==> src/rtl/reg_file_mp.sv <==
// Multi-port register file with optional zero register, write-to-read bypass
// and a sequential bulk-clear engine that zeroes one entry per cycle.
module reg_file_mp #(
    parameter int unsigned DATA_W   = 32,
    parameter int unsigned DEPTH    = 32,
    parameter int unsigned NUM_RD   = 2,
    parameter bit          ZERO_REG = 1'b1,
    parameter bit          BYPASS   = 1'b1,
    localparam int unsigned ADDR_W  = $clog2(DEPTH)
) (
    input  logic                     clk,
    input  logic                     reset,
    input  logic                     reg_write,
    input  logic [ADDR_W-1:0]        waddr,
    input  logic [DATA_W-1:0]        wdata,
    input  logic [NUM_RD*ADDR_W-1:0] raddr,
    output logic [NUM_RD*DATA_W-1:0] rdata,
    input  logic                     clear_req,
    output logic                     busy,
    output logic                     clear_done
);

    typedef enum logic [1:0] {
        IDLE  = 2'd0,
        CLEAR = 2'd1,
        DONE  = 2'd2
    } state_t;

    state_t              state, state_nxt;
    logic [ADDR_W-1:0]   cnt, cnt_nxt;
    logic                busy_nxt, clear_done_nxt;
    logic [DATA_W-1:0]   regs [DEPTH];
    logic                wr_en_c;

    // Write is accepted only in IDLE, for an in-range address, never to a hardwired zero.
    assign wr_en_c = (state == IDLE) && reg_write
                   && ({1'b0, waddr} < (ADDR_W+1)'(DEPTH))
                   && !(ZERO_REG && (waddr == '0));

    // State, counter and registered status outputs.
    always_ff @(posedge clk or posedge reset) begin
        if (reset) begin
            state      <= IDLE;
            cnt        <= '0;
            busy       <= 1'b0;
            clear_done <= 1'b0;
        end else begin
            state      <= state_nxt;
            cnt        <= cnt_nxt;
            busy       <= busy_nxt;
            clear_done <= clear_done_nxt;
        end
    end

    // Next-state: clear walks every entry once, then announces completion for one cycle.
    always_comb begin
        state_nxt = state;
        cnt_nxt   = cnt;
        case (state)
            IDLE: begin
                if (clear_req) begin
                    state_nxt = CLEAR;
                    cnt_nxt   = '0;
                end
            end
            CLEAR: begin
                if (cnt == ADDR_W'(DEPTH - 1)) begin
                    state_nxt = DONE;
                    cnt_nxt   = '0;
                end else begin
                    cnt_nxt = cnt + ADDR_W'(1);
                end
            end
            DONE:    state_nxt = IDLE;
            default: state_nxt = IDLE;
        endcase
    end

    // Status outputs decoded from the upcoming state so they register alongside it.
    always_comb begin
        busy_nxt       = 1'b0;
        clear_done_nxt = 1'b0;
        case (state_nxt)
            CLEAR:   busy_nxt = 1'b1;
            DONE: begin
                busy_nxt       = 1'b1;
                clear_done_nxt = 1'b1;
            end
            default: ;
        endcase
    end

    // Storage array; clear engine and normal writes are mutually exclusive by state.
    always_ff @(posedge clk or posedge reset) begin
        if (reset) begin
            for (int i = 0; i < int'(DEPTH); i++) begin
                regs[i] <= '0;
            end
        end else if (state == CLEAR) begin
            regs[cnt] <= '0;
        end else if (wr_en_c) begin
            regs[waddr] <= wdata;
        end
    end

    for (genvar i = 0; i < int'(NUM_RD); i++) begin : g_rd
        logic [ADDR_W-1:0] ra_c;
        logic [DATA_W-1:0] rd_c;

        assign ra_c = raddr[i*ADDR_W +: ADDR_W];

        always_comb begin
            rd_c = '0;
            if (BYPASS && wr_en_c && (ra_c == waddr)) begin
                rd_c = wdata;
            end else if (({1'b0, ra_c} < (ADDR_W+1)'(DEPTH)) && !(ZERO_REG && (ra_c == '0))) begin
                rd_c = regs[ra_c];
            end
        end

        assign rdata[i*DATA_W +: DATA_W] = rd_c;
    end

endmodule

==> config.mk <==
export PLATFORM = sky130hd
export DESIGN_NAME = reg_file_mp
export DESIGN_NICKNAME = d
export VERILOG_FILES = /design/src/rtl/reg_file_mp.sv
export SDC_FILE = /design/constraint.sdc
export NUM_CORES = 2
export LEC_CHECK = 0
export BUFFER_PORTS_ARGS = -buffer_cell sky130_fd_sc_hd__buf_4
export CAP_MARGIN = 40
export CORE_ASPECT_RATIO = 1.2
export CORE_MARGIN = 2
export CORE_UTILIZATION = 55
export CTS_BUF_LIST = sky130_fd_sc_hd__clkbuf_16
export CTS_CLUSTER_SIZE = 40
export DETAILED_ROUTE_END_ITERATION = 12
export GPL_TIMING_DRIVEN = 0
export PLACE_DENSITY = 0.71
export RECOVER_POWER = 100
export SLEW_MARGIN = 5
export SYNTH_ARGS = -nofsm -noshare
export SYNTH_HDL_FRONTEND = slang
export SYNTH_SLANG_ARGS = --single-unit
==> constraint.sdc <==
create_clock -name clk -period 33.1 [get_ports clk]
set_input_delay 1.655 -clock clk [delete_from_list [all_inputs] [get_ports clk]]
set_output_delay 1.655 -clock clk [all_outputs]
set_load 0.05 [all_outputs]
==> results.json <==
{
  "fin_ws_ps": 16940,
  "worst_skew_pair.late_latency_ps": 730,
  "post-route-drc-count": 0,
  "count_of_buffers_added_by_post_cts_timing_repair_for_setup": 0,
  "outcome": "complete, but fails checks",
  "timing.hold.worst.class": "reg2reg",
  "die_area_um2": 102000,
  "maxCapViolations": 11,
  "path_max_fanout": 121,
  "worstSetupPathType": "in2async",
  "detail_route.vias_per_cell": 7.79,
  "placement_rows": 126,
  "postSynthAreaPerCell_um2": 12.8,
  "finalClockSkew_ps": 24.4,
  "endpoint_kind": "asynchronous set/reset pin",
  "finalSetupViolations": 0,
  "crit_chain": "clkbuf_4, clkinvlp_2, clkbuf_1, clkbuf_1, clkbuf_1",
  "synth_enable_flop_cells": 0,
  "final_cell_mix": "sky130_fd_sc_hd__dfrtp_1, sky130_fd_sc_hd__a22o_1, sky130_fd_sc_hd__clkbuf_1",
  "via_count": 46200,
  "layout.filler_cells": 7887,
  "max-slew-margin-rel": -3.31,
  "route.antenna.remaining_nets": 0,
  "tritoncts": "yes",
  "cts-root-to-sink-buffers": 3,
  "final-instance-count-excl-fill": 5932,
  "finalWeightedCongestion": 1.05,
  "core_area_um2": 98200,
  "multi_input_comb_area_um2": 26200,
  "overall_routed_net_length_um": 239000,
  "violated_checks": "max-capacitance violations, max-slew violations",
  "dr.pass1.iters": 7,
  "seq_area_um2": 25800,
  "cts_made_buffers": 107,
  "clock_transition_at_the_registers_of_the_reported_paths_ps": 60,
  "final_layout_size_suffix_gt1_frac": 0.166,
  "initial_antenna_violation_count": 7,
  "grt.total_usage": 0.468,
  "power_per_cell_area_nw_per_um2": 55.2,
  "post_cts_resized": 0,
  "worst_path_max_delay_cell": "sky130_fd_sc_hd__clkbuf_1",
  "first_global_vias": 45100,
  "cts_hold_repair.buffers": 0,
  "clock_sinks": 1033,
  "max-vdd-ir-drop_v": 0.0000506,
  "buffer_ports.inserted": 73,
  "worst-endpoint-required_ps": 32810,
  "detailed_route_iter0_violations": 7538,
  "synth-warning-count": 0,
  "async_flop_share": 1.00,
  "yosys_most_used_dff": "sky130_fd_sc_hd__dfrtp_1",
  "synth_nets": 4320,
  "ys_types": 49,
  "wl_per_cell_um": 40.2,
  "timing.final.crit_share": 0.488,
  "top_level_ports": 117,
  "num-nets-final": 4605,
  "layout.cells.most_common": "sky130_fd_sc_hd__dfrtp_1",
  "pre_cts_ws_ps": 25920,
  "start_util": 0.555,
  "dp_cells": 5704,
  "post_synthesis_cell_area_um2": 54500,
  "final_core_util": 0.619,
  "clock_tree.root_cell": "sky130_fd_sc_hd__clkbuf_16",
  "wire_length_of_the_first_global_routing_pass_um": 336000,
  "vertical_extent_of_the_die_um": 349,
  "setup.worst_path.start_class": "input port",
  "power_leakage_nw": 27.3,
  "clock_tree.htree_level_count": 3,
  "grt_setup_unrepaired": "false",
  "synth.yosys.seq_area_share": 0.474,
  "grt_max_degree": 124,
  "worst_pin_slew_ps": 6460,
  "largest_stage_delay_on_the_critical_path_ps": 4560,
  "die-width_um": 291,
  "area_growth_syn_to_layout_pct": 11.6,
  "post_route_minimum_period_ps": 16160,
  "report.final.slew_viol_count": 957,
  "synthCells": 4263,
  "post-dp-hpwl_um": 174000,
  "timing_hold_violations_final": 0,
  "crit_top_cell": "sky130_fd_sc_hd__clkbuf_1",
  "achievable-frequency_mhz": 61.9,
  "synth_seq_cells": 1033,
  "cp.arrival_ps": 15870,
  "grt_overflow": 0
}
per-layer routing:
layer | part of all wire | up-vias | GRT usage
met5 | 0.00036 | - | 0.00574
met4 | 0.090 | 3 | 0.344
met3 | 0.13 | 966 | 0.173
met2 | 0.42 | 3916 | 0.672
met1 | 0.35 | 23700 | 0.580
li1 | - | 17600 | -
stage by stage:
stage | TNS [ps] | hold WS (ps) | area, um2 | total power (W)
3_5_place_dp | 0 | 496 | 57800 | 0.00213
5_1_grt | 0 | 526 | 60800 | 0.00342
6_report | 0 | 514 | 60800 | 0.00336
3_3_place_gp | -8885100 | 484 | 56600 | 0.00210
4_1_cts | 0 | 516 | 61200 | 0.00332
2_1_floorplan | 0 | 467 | 54500 | 0.00186
synthesized netlist by cell type (all sizes together) (8+ instances only):
library cell	n	area [um2]
nor4	59	375
clkbuf	362	1360
buf	209	997
a221oi	49	429
and2	39	244
a22o	994	8710
o21ai	51	255
nor2b	69	432
a22oi	128	961
mux2	66	743
nand2	77	289
o221ai	13	114
nand3	53	265
mux2i	383	3830
a21oi	107	536
a32o	57	571
nor2	44	165
o22ai	15	93.8
mux4	322	7250
xnor2	8	70.1
a211oi	62	465
dfrtp	1033	25800
final timing paths:
| check | end | start | depth (start not counted) | slack [ps] |
|---|---|---|---|---|
| worst min register to register | regs[179] | regs[179] | 1 | 510 |
| max in group clk | rdata[8] | raddr[0] | 10 | 23090 |
| worst max register to register | regs[844] | state[1] | 7 | 28920 |
| worst max-delay path | regs[87] | reset | 5 | 16940 |
| min in group asynchronous | regs[805] | reset | 2 | 1440 |
| worst min-delay path | regs[179] | regs[179] | 1 | 510 |
area by class of cell:
class                   instances  area share
flip-flops and latches       1033       0.425
plain buffers                 571      0.0383
well taps                    1280      0.0263
inverters                       5    0.000329
diodes                         15    0.000617
repair buffers                176      0.0222
multi-input cells            2654       0.431
clock inverters                87      0.0102
clock buffers                 111      0.0457
sequential cells by signal (all words and copies together), names as in the netlist:
| name | cells |
|---|---|
| regs | 1024 |
| clear_done | 1 |
| busy | 1 |
| cnt | 5 |
| state | 2 |
power breakdown:
part / total (W) / switching (W) / internal, W
clock: 0.00122 / 0.000552 / 0.000667
combinational: 0.000692 / 0.000456 / 0.000236
sequential: 0.00145 / 0.0000870 / 0.00136
worst max-delay path: cells and delay by family:
family	cells	cell delay [ps]
buffers and inverters	5	13760
logic make-up (layout without fill, tap and decap cells):
group,Yosys count,in the layout,share of synthesized area
compound gates,1486,1486,0.224
xor+xnor,10,10,0.00161
flops,1033,1033,0.474
mux,771,771,0.217
fa+ha+maj,6,6,0.00138
other cells,0,15,0
buf+inv,576,950,0.0436
simple gates,381,381,0.0378
(Power assumes the default switching activity.)
